<file path="config.mk">
export PLATFORM = sky130hd
export DESIGN_NAME = alu_op_sequencer
export DESIGN_NICKNAME = d
export VERILOG_FILES = /design/src/rtl/alu_op_sequencer.sv
export SDC_FILE = /design/constraint.sdc
export NUM_CORES = 1
export LEC_CHECK = 0
export ABC_AREA = 1
export CAP_MARGIN = 20
export CORE_MARGIN = 1
export CORE_UTILIZATION = 30
export CTS_CLUSTER_DIAMETER = 30
export DETAILED_ROUTE_END_ITERATION = 12
export SLEW_MARGIN = 20
export SYNTH_ARGS = -nofsm -noshare
export SYNTH_HDL_FRONTEND = slang
export SYNTH_SLANG_ARGS = --single-unit
export TNS_END_PERCENT = 50
</file>
<file path="constraint.sdc">
create_clock -name clk -period 1.72 [get_ports clk]
set_clock_uncertainty 0.15 [all_clocks]
set_input_delay 0.344 -clock clk [delete_from_list [all_inputs] [get_ports clk]]
set_output_delay 0.344 -clock clk [all_outputs]
set_load 0.005 [all_outputs]
</file>
<file path="src/rtl/alu_op_sequencer.sv">
// Sequences an external 8-bit combinational ALU for the core. It takes one request at a time,
// runs one pass (or two for ADD16), and returns the registered result, NZCV flags and update mask.
module alu_op_sequencer #(
    parameter int unsigned DATA_W    = 8,
    parameter bit          IDLE_ZERO = 1'b1,
    parameter logic [2:0]  ALU_ADD   = 3'd0,
    parameter logic [2:0]  ALU_OR    = 3'd1,
    parameter logic [2:0]  ALU_XOR   = 3'd2,
    parameter logic [2:0]  ALU_AND   = 3'd3,
    parameter logic [2:0]  ALU_SR    = 3'd4
) (
    input  logic                  clk,
    input  logic                  resetn,
    input  logic                  req_valid,
    output logic                  req_ready,
    input  logic [2:0]            req_op,
    input  logic [2*DATA_W-1:0]   req_a,
    input  logic [2*DATA_W-1:0]   req_b,
    input  logic                  req_carry_in,
    output logic                  rsp_valid,
    input  logic                  rsp_ready,
    output logic [2*DATA_W-1:0]   rsp_result,
    output logic [3:0]            rsp_flags,
    output logic [3:0]            rsp_flag_mask,
    output logic [2:0]            alu_control,
    output logic [DATA_W-1:0]     alu_AI,
    output logic [DATA_W-1:0]     alu_BI,
    output logic                  alu_carry_in,
    input  logic [DATA_W-1:0]     alu_Y,
    input  logic                  alu_carry_out,
    input  logic                  alu_overflow
);

    localparam int unsigned WIDE_W = 2 * DATA_W;

    localparam logic [2:0] OP_ADD8  = 3'd0;
    localparam logic [2:0] OP_SUB8  = 3'd1;
    localparam logic [2:0] OP_AND   = 3'd2;
    localparam logic [2:0] OP_OR    = 3'd3;
    localparam logic [2:0] OP_XOR   = 3'd4;
    localparam logic [2:0] OP_SR    = 3'd5;
    localparam logic [2:0] OP_ADD16 = 3'd6;
    localparam logic [2:0] OP_CMP   = 3'd7;

    typedef enum logic [1:0] {
        S_IDLE    = 2'd0,
        S_EXEC_LO = 2'd1,
        S_EXEC_HI = 2'd2,
        S_RESP    = 2'd3
    } state_t;

    state_t              r_state, w_state_nxt;
    logic [2:0]          r_op, w_op_nxt;
    logic [DATA_W-1:0]   r_a_hi, w_a_hi_nxt;
    logic [DATA_W-1:0]   r_b_hi, w_b_hi_nxt;
    logic [DATA_W-1:0]   r_res_lo, w_res_lo_nxt;
    logic                r_req_ready, w_req_ready_nxt;
    logic                r_rsp_valid, w_rsp_valid_nxt;
    logic [WIDE_W-1:0]   r_rsp_result, w_rsp_result_nxt;
    logic [3:0]          r_rsp_flags, w_rsp_flags_nxt;
    logic [3:0]          r_rsp_mask, w_rsp_mask_nxt;
    logic [2:0]          r_alu_control, w_alu_control_nxt;
    logic [DATA_W-1:0]   r_alu_ai, w_alu_ai_nxt;
    logic [DATA_W-1:0]   r_alu_bi, w_alu_bi_nxt;
    logic                r_alu_cin, w_alu_cin_nxt;
    logic                w_y_zero;
    logic                w_invert_b;

    assign w_y_zero   = (alu_Y == '0);
    assign w_invert_b = (req_op == OP_SUB8) || (req_op == OP_CMP);

    // State and all output registers; reset drops any in-flight op.
    always_ff @(posedge clk or negedge resetn) begin
        if (!resetn) begin
            r_state       <= S_IDLE;
            r_op          <= OP_ADD8;
            r_a_hi        <= '0;
            r_b_hi        <= '0;
            r_res_lo      <= '0;
            r_req_ready   <= 1'b1;
            r_rsp_valid   <= 1'b0;
            r_rsp_result  <= '0;
            r_rsp_flags   <= '0;
            r_rsp_mask    <= '0;
            r_alu_control <= ALU_ADD;
            r_alu_ai      <= '0;
            r_alu_bi      <= '0;
            r_alu_cin     <= 1'b0;
        end else begin
            r_state       <= w_state_nxt;
            r_op          <= w_op_nxt;
            r_a_hi        <= w_a_hi_nxt;
            r_b_hi        <= w_b_hi_nxt;
            r_res_lo      <= w_res_lo_nxt;
            r_req_ready   <= w_req_ready_nxt;
            r_rsp_valid   <= w_rsp_valid_nxt;
            r_rsp_result  <= w_rsp_result_nxt;
            r_rsp_flags   <= w_rsp_flags_nxt;
            r_rsp_mask    <= w_rsp_mask_nxt;
            r_alu_control <= w_alu_control_nxt;
            r_alu_ai      <= w_alu_ai_nxt;
            r_alu_bi      <= w_alu_bi_nxt;
            r_alu_cin     <= w_alu_cin_nxt;
        end
    end

    // ALU drives are preloaded one edge ahead so each EXEC state sees its operands directly.
    always_comb begin
        w_state_nxt       = r_state;
        w_op_nxt          = r_op;
        w_a_hi_nxt        = r_a_hi;
        w_b_hi_nxt        = r_b_hi;
        w_res_lo_nxt      = r_res_lo;
        w_req_ready_nxt   = 1'b0;
        w_rsp_valid_nxt   = r_rsp_valid;
        w_rsp_result_nxt  = r_rsp_result;
        w_rsp_flags_nxt   = r_rsp_flags;
        w_rsp_mask_nxt    = r_rsp_mask;
        w_alu_control_nxt = ALU_ADD;
        w_alu_ai_nxt      = IDLE_ZERO ? '0 : r_alu_ai;
        w_alu_bi_nxt      = IDLE_ZERO ? '0 : r_alu_bi;
        w_alu_cin_nxt     = IDLE_ZERO ? 1'b0 : r_alu_cin;

        case (r_state)
            S_IDLE: begin
                w_req_ready_nxt = 1'b1;
                if (req_valid) begin
                    w_req_ready_nxt = 1'b0;
                    w_state_nxt     = S_EXEC_LO;
                    w_op_nxt        = req_op;
                    w_a_hi_nxt      = req_a[WIDE_W-1:DATA_W];
                    w_b_hi_nxt      = req_b[WIDE_W-1:DATA_W];
                    w_alu_ai_nxt    = req_a[DATA_W-1:0];
                    w_alu_bi_nxt    = w_invert_b ? ~req_b[DATA_W-1:0] : req_b[DATA_W-1:0];
                    case (req_op)
                        OP_AND:  begin w_alu_control_nxt = ALU_AND; w_alu_cin_nxt = 1'b0; end
                        OP_OR:   begin w_alu_control_nxt = ALU_OR;  w_alu_cin_nxt = 1'b0; end
                        OP_XOR:  begin w_alu_control_nxt = ALU_XOR; w_alu_cin_nxt = 1'b0; end
                        OP_SR:   begin w_alu_control_nxt = ALU_SR;  w_alu_cin_nxt = req_carry_in; end
                        OP_CMP:  begin w_alu_control_nxt = ALU_ADD; w_alu_cin_nxt = 1'b1; end
                        default: begin w_alu_control_nxt = ALU_ADD; w_alu_cin_nxt = req_carry_in; end
                    endcase
                end
            end
            S_EXEC_LO: begin
                w_res_lo_nxt = alu_Y;
                if (r_op == OP_ADD16) begin
                    w_state_nxt       = S_EXEC_HI;
                    w_alu_control_nxt = ALU_ADD;
                    w_alu_ai_nxt      = r_a_hi;
                    w_alu_bi_nxt      = r_b_hi;
                    w_alu_cin_nxt     = alu_carry_out;
                end else begin
                    w_state_nxt      = S_RESP;
                    w_rsp_result_nxt = (r_op == OP_CMP) ? '0 : {DATA_W'(0), alu_Y};
                    w_rsp_flags_nxt  = {alu_Y[DATA_W-1], w_y_zero, alu_carry_out, alu_overflow};
                    case (r_op)
                        OP_ADD8, OP_SUB8:      w_rsp_mask_nxt = 4'b1111;
                        OP_CMP, OP_SR:         w_rsp_mask_nxt = 4'b1110;
                        OP_AND, OP_OR, OP_XOR: w_rsp_mask_nxt = 4'b1100;
                        default:               w_rsp_mask_nxt = 4'b0010;
                    endcase
                end
            end
            S_EXEC_HI: begin
                w_state_nxt      = S_RESP;
                w_rsp_result_nxt = {alu_Y, r_res_lo};
                w_rsp_flags_nxt  = {alu_Y[DATA_W-1], w_y_zero && (r_res_lo == '0),
                                    alu_carry_out, alu_overflow};
                w_rsp_mask_nxt   = 4'b0010;
            end
            S_RESP: begin
                // First RESP cycle raises valid; result registers were loaded on the final pass.
                if (!r_rsp_valid) begin
                    w_rsp_valid_nxt = 1'b1;
                end else if (rsp_ready) begin
                    w_rsp_valid_nxt = 1'b0;
                    w_req_ready_nxt = 1'b1;
                    w_state_nxt     = S_IDLE;
                end
            end
            default: begin
                w_state_nxt     = S_IDLE;
                w_req_ready_nxt = 1'b1;
                w_rsp_valid_nxt = 1'b0;
            end
        endcase
    end

    assign req_ready     = r_req_ready;
    assign rsp_valid     = r_rsp_valid;
    assign rsp_result    = r_rsp_result;
    assign rsp_flags     = r_rsp_flags;
    assign rsp_flag_mask = r_rsp_mask;
    assign alu_control   = r_alu_control;
    assign alu_AI        = r_alu_ai;
    assign alu_BI        = r_alu_bi;
    assign alu_carry_in  = r_alu_cin;

endmodule

</file>
==> summary.md, run 1 <==
| Metric | Value |
|---|---|
| Core ar. | `10500 sq um` |
| Crit path max fanout | `1` |
| Ratio of cells with drive above 1 in the final layout | `0.0977` |
| Cell area after placement | `4430 sq um` |
| Number of synthesized register bits | `74` |
| Crit path required time | `1230 ps` |
| Maximum number of buffers from clock root to sink | `2` |
| Clock Latency Late Sink | `340 ps` |
| Number of fill cells in the layout | `1043` |
| Top post-synthesis cells by count | `184 x sky130_fd_sc_hd__nand2_1, 73 x sky130_fd_sc_hd__dfrtp_1, 35 x sky130_fd_sc_hd__inv_1` |
| Status | `complete, no violations` |
| Number of warnings reported in the yosys synthesis log | `0` |
| Setup repair after global routing missed its margin | `yes` |
| Die boundary width | `106 microns` |
| Most frequent cell after synthesis | `sky130_fd_sc_hd__nand2_1` |
| Deepest level of the CTS H-tree | `3` |
| Clock Sinks | `74` |
| Top-Level Pins | `96` |
| Cell row count | `37` |
| Proportion of register bits with asynchronous set or reset after synthesis | `1.00` |
| Count of input and output buffers | `95` |
| Avg Vias per Cell | `4.41` |
| Vias in the first global route | `2713` |
| WL per Instance | `12.6 microns` |
| Max-slew headroom at the worst pin | `0.690` |
| Number of hold violations in the final report | `0` |
| Initial antenna violation count | `0` |
| Maximum number of pins on one net before global-route repair | `34` |
| 1st-pass router iterations | `4` |
| Crit path launch | `alu_BI[3]` |
| Overall power of the completed layout | `7.21 mW` |
| Pleak | `2.76 nW` |
| Leading cell types by total area after synthesis | `sky130_fd_sc_hd__dfrtp_1 56%, sky130_fd_sc_hd__nand2_1 21%, sky130_fd_sc_hd__inv_1 4.0%` |
| Portion of the clock cycle consumed by the worst path in the final layout | `0.973` |
| Remaining design rule violation count | `0` |
| Post-layout net count | `561` |
| Setup CP Type | `flip-flop to output port` |
| GP Congestion | `0.767` |
| Arrival time worst endpoint | `1180 ps` |
| Critical path's slowest cell | `sky130_fd_sc_hd__clkdlybuf4s50_1` |
| Fin Setup TNS | `0 ps` |
| Area share of the leading cell type in the synthesized netlist | `0.559` |
| Maximum ir drop on the vdd rail | `0.000695 V` |
| Num CTS Buffers | `9` |
| Nature of the critical path startpoint | `flip-flop` |
| Number of antenna diodes | `0` |
| Cell area after technology mapping | `3270 sq um` |
| Number of distinct library cell variants in the gate-level netlist after synthesis | `24` |
| Seq/Total Area, Yosys | `0.567` |
| Post-Synthesis Mean Instance Area | `8.29 sq um` |
| Power density over the cells | `1520 nW/um^2` |
| Total wire length | `8.17 mm` |
| Cell at the root of the clock tree | `sky130_fd_sc_hd__clkbuf_8` |
| Antenna viol nets, final | `0` |
| Max Cap Viol | `0` |
| Critical path capture point type | `output port` |
| Measured slew at the worst slew-check pin | `465 ps` |
| EDFF count, synth | `0` |
| Area growth syn-to-layout | `45.7%` |
| Height of the die | `106 microns` |
| Highest achievable clock rate | `597 MHz` |
| Post-DP HPWL | `5.96 mm` |
| Minimum period implied by the final worst setup slack | `1670 ps` |
| Worst Hold Launch | `r_a_hi[4]` |
| Most area-hungry cell type in the Yosys netlist | `sky130_fd_sc_hd__dfrtp_1` |
| Most common flop cell mapped by yosys | `sky130_fd_sc_hd__dfrtp_1` |
| Wire length of the first global-routing pass | `13.4 mm` |
| Number of max-slew violations in the final report | `0` |
| Critical R2R Launch | `r_state[0]` |
| CTS clk-pin slew, worst paths | `80 ps` |
| Worst stage delay on the critical path | `510 ps` |
| Worst Path Buf+Inv | `1` |
| Class of the most critical hold timing path | `flip-flop to flip-flop` |
| Initial drt markers | `128` |
| Congestion Overflow GR | `0` |
| Clock tree from TritonCTS | `built` |
| Net count after synthesis | `448` |
| CP top delay family | `buffers and inverters` |
| Post-Route Utilization | `0.455` |
| Via total after detailed routing | `2860` |
| Die area | `11300 sq um` |
| Synthesized netlist cell count | `394` |
| Initial Utilization | `0.312` |
| Final setup viols | `0` |
| Design Area, Final | `4760 sq um` |
| Cell chain of the critical path | `clkdlybuf4s50_1` |
| Gr usage total | `0.154` |
==> layout make-up <==
class / count / area [sq um] / area share
inverters: 41 / 154 / 0.0323
well taps: 136 / 170 / 0.0357
flip-flops and latches: 74 / 1850 / 0.389
clock buffers: 11 / 131 / 0.0276
clock inverters: 5 / 103 / 0.0216
repair buffers: 115 / 1180 / 0.249
multi-input cells: 266 / 1160 / 0.245
==> path summary, 6_finish.rpt <==
path | slack (ps) | depth (start not counted) | to
max | 50 | 1 | alu_BI[3]
min | 330 | 2 | alu_AI[4]
max reg2reg | 90 | 7 | rsp_result[3]
min reg2reg | 330 | 2 | alu_AI[4]
max in group asynchronous | 590 | 3 | rsp_flags[2]
min in group asynchronous | 340 | 2 | r_res_lo[7]
==> sequential cells by signal, summed over array words and instances (netlist names), 2 cells and up <==
name / flops
rsp_result: 16
alu_AI: 8
alu_BI: 8
r_a_hi: 8
r_b_hi: 8
r_res_lo: 8
rsp_flags: 4
alu_control: 3
r_op: 3
rsp_flag_mask: 3
r_state: 2
==> cells by family after synthesis <==
group,after synthesis,synth area share
compound gates,38,0.0628
fa+ha+maj,4,0.0153
flops,74,0.567
buf+inv,54,0.0766
simple gates,224,0.278
==> stage by stage <==
stage	hold WS [ps]	instances	worst slack, ps
final	329	648	45.6
after global routing	353	648	-20.0
after floorplan	-102	394	207
after global placement	178	624	48.5
after CTS	330	644	2.22
after detailed placement	187	624	-7.70
==> what timing repair did <==
action	in CTS	in global routing
gates resized for setup	17	24
hold buffers	1	0
setup buffers	3	4
endpoints found under the setup margin	18	40
cloned	0	0
hold endpoints to repair	29	0
==> per-layer routing <==
layer  wire (microns)  GRT usage  vias up
met5                0          0        -
met4              132     0.0635        0
met3              392     0.0411       11
met2             3810      0.234       72
met1             3830      0.205     1341
li1                 -          -     1436
==> worst min-delay path, cell delays in order, from the launching register on <==
cell                      delay (ps)
sky130_fd_sc_hd__dfrtp_1         350
sky130_fd_sc_hd__nand2_1          50
sky130_fd_sc_hd__nand2_1          50
==> report_power, final <==
group | internal (mW) | leakage (nW) | switching (mW)
registers | 2.42 | 0.942 | 0.358
logic | 1.31 | 1.71 | 1.51
clock network | 0.963 | 0.114 | 0.654
total | 4.69 | 2.76 | 2.53
==> cell usage in the layout (no fill, tap or decap), types with 2 or more instances in the layout <==
cell type                         instances
sky130_fd_sc_hd__nand2_1                184
sky130_fd_sc_hd__dfrtp_1                 73
sky130_fd_sc_hd__clkdlybuf4s50_1         55
sky130_fd_sc_hd__inv_1                   33
sky130_fd_sc_hd__o21ai_0                 22
sky130_fd_sc_hd__dlymetal6s2s_1          22
sky130_fd_sc_hd__nand3_1                 19
sky130_fd_sc_hd__dlygate4sd2_1           17
sky130_fd_sc_hd__buf_4                   16
sky130_fd_sc_hd__nor2_1                  13
sky130_fd_sc_hd__clkbuf_8                 9
sky130_fd_sc_hd__inv_2                    8
sky130_fd_sc_hd__o22ai_1                  8
sky130_fd_sc_hd__o21ai_1                  4
sky130_fd_sc_hd__ha_1                     4
sky130_fd_sc_hd__buf_12                   4
sky130_fd_sc_hd__nand2_2                  3
sky130_fd_sc_hd__bufinv_16                3
sky130_fd_sc_hd__a21oi_1                  2
sky130_fd_sc_hd__clkbuf_1                 2
Note: power is estimated with default switching activity, not from simulation.
==> run 2: changes to the inputs <==
--- a/config.mk
+++ b/config.mk
@@ -11,7 +11,7 @@
 export CORE_UTILIZATION = 30
 export CTS_CLUSTER_DIAMETER = 30
 export DETAILED_ROUTE_END_ITERATION = 12
-export SLEW_MARGIN = 20
+export PLACE_DENSITY = 0.66
 export SYNTH_ARGS = -nofsm -noshare
 export SYNTH_HDL_FRONTEND = slang
 export SYNTH_SLANG_ARGS = --single-unit
==> run 2 against run 1 <==
Against the previous run:
- core utilization is 0.32 points lower
- cell area fell by 0.71%
- routed wire length up 1.9%
- cell count decreased by 0.31%
- sequential power barely moved
- sequential cell count stayed put
- non-clock buffer count decreased by 2
- worst setup slack got worse by 8.9 ps
- critical path depth unchanged
- clock power shrank 14%
- via count increased by 0.91%
- largest cell class unchanged
==> summary.md, run 2 (synthesis results as in run 1) <==
| Metric | Value |
|---|---|
| Status | `complete, no violations` |
| Ratio of cells with drive above 1 in the final layout | `0.0980` |
| Clock Sinks | `74` |
| Power density over the cells | `1470 nW/um^2` |
| Count of input and output buffers | `95` |
| Endpoint of the worst-slack reg-to-reg timing path | `rsp_flags[1]` |
| Class of the most critical hold timing path | `input pin to async pin` |
| Post-placement cell count | `625` |
| Measured slew at the worst slew-check pin | `301 ps` |
| Maximum number of buffers from clock root to sink | `2` |
| Area growth syn-to-layout | `44.6%` |
| GP Congestion | `0.849` |
| Pre-CTS worst setup slack | `-14.7 ps` |
| Worst stage delay on the critical path | `500 ps` |
| Top-Level Pins | `96` |
| Die boundary width | `106 microns` |
| Initial drt markers | `135` |
| Clock tree from TritonCTS | `built` |
| Cell chain of the critical path | `clkdlybuf4s50_1` |
| Pleak | `2.73 nW` |
| Post-layout net count | `559` |
| Portion of the clock cycle consumed by the worst path in the final layout | `0.979` |
| Logic depth of the worst register-to-register path | `8` |
| Cell depth of the worst setup path | `1` |
| Overall power of the completed layout | `6.97 mW` |
| Minimum period implied by the final worst setup slack | `1680 ps` |
| Via total after detailed routing | `2886` |
| Number of max-slew violations in the final report | `0` |
| Congestion Overflow GR | `0` |
| Commonest cells after routing, fill and taps aside | `184 x sky130_fd_sc_hd__nand2_1, 72 x sky130_fd_sc_hd__dfrtp_1, 59 x sky130_fd_sc_hd__clkdlybuf4s50_1, 34 x sky130_fd_sc_hd__inv_1, 24 x sky130_fd_sc_hd__dlymetal6s2s_1` |
| Highest achievable clock rate | `594 MHz` |
| Initial Utilization | `0.312` |
| Core ar. | `10500 sq um` |
| Die area | `11300 sq um` |
| WL per Instance | `12.9 microns` |
| Number of flip-flops under the largest register name | `16` |
| Clock Latency Late Sink | `340 ps` |
| Number of hold violations in the final report | `0` |
| Setup CP Type | `flip-flop to output port` |
| Post-DP HPWL | `6.20 mm` |
| Total wire length | `8.32 mm` |
| Gr usage total | `0.155` |
| Number of antenna diodes | `0` |
| Maximum number of pins on one net before global-route repair | `36` |
| Worst Path Buf+Inv | `1` |
| Critical path destination | `rsp_result[7]` |
| R2R setup slack | `90 ps` |
| Avg Vias per Cell | `4.47` |
| Maximum ir drop on the vdd rail | `0.000717 V` |
| Cell area after placement | `4410 sq um` |
| Arrival time worst endpoint | `1190 ps` |
| 1st-pass router iterations | `4` |
| Critical path's slowest cell | `sky130_fd_sc_hd__clkdlybuf4s50_1` |
| Nature of the critical path startpoint | `flip-flop` |
| Num CTS Buffers | `9` |
| Vias in the first global route | `2905` |
| Wire length of the first global-routing pass | `13.8 mm` |
| Antenna viol nets, final | `0` |
| Crit path max fanout | `2` |
| Setup slack of the critical path after layout | `36.7 ps` |
| Post-Route Utilization | `0.452` |
| Critical R2R Launch | `r_state[0]` |
| Max-slew headroom at the worst pin | `0.799` |
| Height of the die | `106 microns` |
| Fin Setup TNS | `0 ps` |
| Cell at the root of the clock tree | `sky130_fd_sc_hd__clkbuf_8` |
| Critical path capture point type | `output port` |
| Most common cell after layout, fill and taps aside | `sky130_fd_sc_hd__nand2_1` |
| Final-layout worst hold slack | `287 ps` |
| Initial antenna violation count | `0` |
| Crit path required time | `1230 ps` |
| Max Cap Viol | `0` |
| Design Area, Final | `4730 sq um` |
| Deepest level of the CTS H-tree | `3` |
| Number of fill cells in the layout | `1056` |
| Remaining design rule violation count | `0` |
| Final setup viols | `0` |
| CTS clk-pin slew, worst paths | `80 ps` |
| Number of standard cells in the layout, taps in and fillers out | `646` |
| CP top delay family | `buffers and inverters` |
| Cell row count | `37` |
| Crit path launch | `rsp_result[7]` |
-- run 2: layout make-up --
type	instances	area, sq um	share of cell area
Inverter	41	155	0.0328
Clock inverter	5	62.6	0.0132
Multi-Input combinational cell	266	1190	0.251
Clock buffer	11	141	0.0299
Timing Repair Buffer	113	1160	0.245
Tap cell	136	170	0.0360
Sequential cell	74	1850	0.392
-- run 2: worst min-delay path by stage --
stage,startpoint,to,cells past startpoint
CTS,resetn,rsp_flags[3],2
global placement,resetn,rsp_result[14],1
global route,resetn,rsp_flags[3],2
finish,resetn,rsp_flags[3],2
floorplan,resetn,alu_AI[0],0
detailed placement,resetn,rsp_flags[3],1
-- run 2: power breakdown --
part	switching [mW]	internal (mW)	total, mW
Combinational	1.53	1.27	2.80
Sequential	0.366	2.42	2.78
Clock	0.671	0.719	1.39
-- run 2: timing repair --
item,CTS,global route
gates cloned,0,0
setup endpoints to repair,12,57
endpoints found under the hold margin,19,0
hold buffers,1,0
setup buffers,1,3
gates resized for setup,11,30
-- run 2: routing by layer --
metal	GRT usage	routed length, microns	vias to the layer above
li1	-	-	1426
met1	0.208	3930	1363
met2	0.246	3850	83
met3	0.0288	397	14
met4	0.0605	150	0
met5	0	0	-
==> run 3: changes to the inputs <==
--- a/config.mk
+++ b/config.mk
@@ -6,12 +6,11 @@
 export NUM_CORES = 1
 export LEC_CHECK = 0
 export ABC_AREA = 1
-export CAP_MARGIN = 20
 export CORE_MARGIN = 1
-export CORE_UTILIZATION = 30
+export CORE_UTILIZATION = 47
 export CTS_CLUSTER_DIAMETER = 30
 export DETAILED_ROUTE_END_ITERATION = 12
-export PLACE_DENSITY = 0.66
+export PLACE_DENSITY = 0.91
 export SYNTH_ARGS = -nofsm -noshare
 export SYNTH_HDL_FRONTEND = slang
 export SYNTH_SLANG_ARGS = --single-unit
==> run 3 against run 2 <==
Against the previous run:
- combinational power rose by 4%
- core utilization grew 24 points
- maximum frequency down 0.53%
- clock power about the same
- highest routed layer unchanged
- critical path depth stayed put
- register-to-register slack hardly changed
- power rose by 1.7%
- first-iteration DRC count grew 33%
- cell count fell by 8.0%
- non-clock buffer count increased by 4
- largest cell class unchanged
- hold slack improved by 42 ps
- critical endpoint is now alu_BI[4]
- routed wire length fell by 8.6%
==> summary.md, run 3 (synthesis results as in run 1) <==
| Metric | Value |
|---|---|
| Cell area after placement | `4360 sq um` |
| Critical path capture point type | `output port` |
| R2R setup slack | `100 ps` |
| Vias in the first global route | `2781` |
| Post-DP HPWL | `5.57 mm` |
| Deepest level of the CTS H-tree | `3` |
| Total wire length | `7.60 mm` |
| Wire length of the first global-routing pass | `12.5 mm` |
| Status | `complete, no violations` |
| Maximum number of pins on one net before global-route repair | `38` |
| Cell at the root of the clock tree | `sky130_fd_sc_hd__clkbuf_8` |
| CTS clk-pin slew, worst paths | `90 ps` |
| Pleak | `2.71 nW` |
| Measured slew at the worst slew-check pin | `493 ps` |
| Initial antenna violation count | `0` |
| Arrival time worst endpoint | `1200 ps` |
| Core ar. | `6760 sq um` |
| Number of hold violations in the final report | `0` |
| Class of the most critical hold timing path | `flip-flop to flip-flop` |
| Max-slew headroom at the worst pin | `0.672` |
| WL per Instance | `12.8 microns` |
| Crit path max fanout | `1` |
| Cell chain of the critical path | `clkdlybuf4s50_1` |
| Area growth syn-to-layout | `43.1%` |
| Setup CP Type | `flip-flop to output port` |
| Worst Path Buf+Inv | `1` |
| 1st-pass router iterations | `5` |
| Via total after detailed routing | `2935` |
| Minimum period implied by the final worst setup slack | `1690 ps` |
| Number of antenna diodes | `0` |
| Worst stage delay on the critical path | `500 ps` |
| Ratio of cells with drive above 1 in the final layout | `0.105` |
| Final-layout worst hold slack | `329 ps` |
| Highest achievable clock rate | `591 MHz` |
| Commonest cells after routing, fill and taps aside | `183 x sky130_fd_sc_hd__nand2_1, 73 x sky130_fd_sc_hd__dfrtp_1, 55 x sky130_fd_sc_hd__clkdlybuf4s50_1, 35 x sky130_fd_sc_hd__inv_1` |
| Number of standard cells in the layout, taps in and fillers out | `594` |
| Final setup viols | `0` |
| Maximum ir drop on the vdd rail | `0.000704 V` |
| Num CTS Buffers | `9` |
| CP top delay family | `buffers and inverters` |
| Die area | `7290 sq um` |
| Most common cell after layout, fill and taps aside | `sky130_fd_sc_hd__nand2_1` |
| Critical path's slowest cell | `sky130_fd_sc_hd__clkdlybuf4s50_1` |
| GP Congestion | `0.839` |
| Post-placement cell count | `568` |
| Post-layout net count | `563` |
| Nature of the critical path startpoint | `flip-flop` |
| Count of input and output buffers | `95` |
| Fin Setup TNS | `0 ps` |
| Max Cap Viol | `0` |
| Avg Vias per Cell | `4.94` |
| Initial Utilization | `0.484` |
| Die boundary width | `85.4 microns` |
| Antenna viol nets, final | `0` |
| Cell row count | `30` |
| Overall power of the completed layout | `7.09 mW` |
| Portion of the clock cycle consumed by the worst path in the final layout | `0.984` |
| Maximum number of buffers from clock root to sink | `2` |
| Initial drt markers | `179` |
| Height of the die | `85.4 microns` |
| Remaining design rule violation count | `0` |
| Top-Level Pins | `96` |
| Number of flip-flops under the largest register name | `16` |
| Congestion Overflow GR | `0` |
| Design Area, Final | `4680 sq um` |
| Gr usage total | `0.225` |
| Number of max-slew violations in the final report | `0` |
| Clock Sinks | `74` |
| Clock Latency Late Sink | `360 ps` |
| Crit path required time | `1230 ps` |
| Power density over the cells | `1520 nW/um^2` |
| Clock tree from TritonCTS | `built` |
-- run 3: worst min-delay path, stage by stage (launching register included) --
cell and delay, ps:
sky130_fd_sc_hd__dfrtp_1 350, sky130_fd_sc_hd__nand2_1 50, sky130_fd_sc_hd__nand2_1 40
-- run 3: timing repair --
item	4_1_cts	5_1_grt
endpoints found under the hold margin	34	0
endpoints found under the setup margin	23	37
gates resized for setup	22	22
hold buffers	1	0
setup buffers	3	6
pin swaps	0	1
-- run 3: final cells by class --
| class | count | area, sq um |
|---|---|---|
| clock inverter | 7 | 83.8 |
| clock buffer | 9 | 124 |
| inverter | 41 | 158 |
| sequential | 74 | 1850 |
| timing repair buffer | 117 | 1180 |
| tap | 80 | 100 |
| multi-input combinational | 266 | 1180 |
| fill | 535 | 2080 |
-- run 3: final timing paths --
kind | from | end | depth (start not counted)
max reg2reg | r_state[0] | rsp_result[11] | 8
min in group asynchronous | resetn | rsp_result[15] | 2
max in group asynchronous | resetn | r_op[2] | 3
max | alu_BI[4] | alu_BI[4] | 1
min reg2reg | r_a_hi[7] | alu_AI[7] | 2
min | r_a_hi[7] | alu_AI[7] | 2
-- run 3: power breakdown --
group | total, mW | internal [mW] | switching (mW)
sequential | 2.77 | 2.41 | 0.350
clock | 1.40 | 0.694 | 0.707
combinational | 2.92 | 1.36 | 1.56
total | 7.09 | 4.47 | 2.62
-- run 3: per-stage QoR --
| step | setup WS [ps] | util |
|---|---|---|
| final | 27.7 | 0.692 |
| after global routing | -17.2 | 0.692 |
| after CTS | 1.50 | 0.677 |
| after detailed placement | -22.7 | 0.645 |
| after global placement | 54.0 | 0.645 |
| after floorplan | 207 | - |
-- run 3: per-layer routing --
layer	share of wire	vias up	global-route usage	wire (microns)
met3	0.072	16	0.0477	548
met5	0	-	0	0
met4	0.020	0	0.106	153
met2	0.50	124	0.384	3800
met1	0.41	1351	0.273	3100
li1	-	1444	-	-
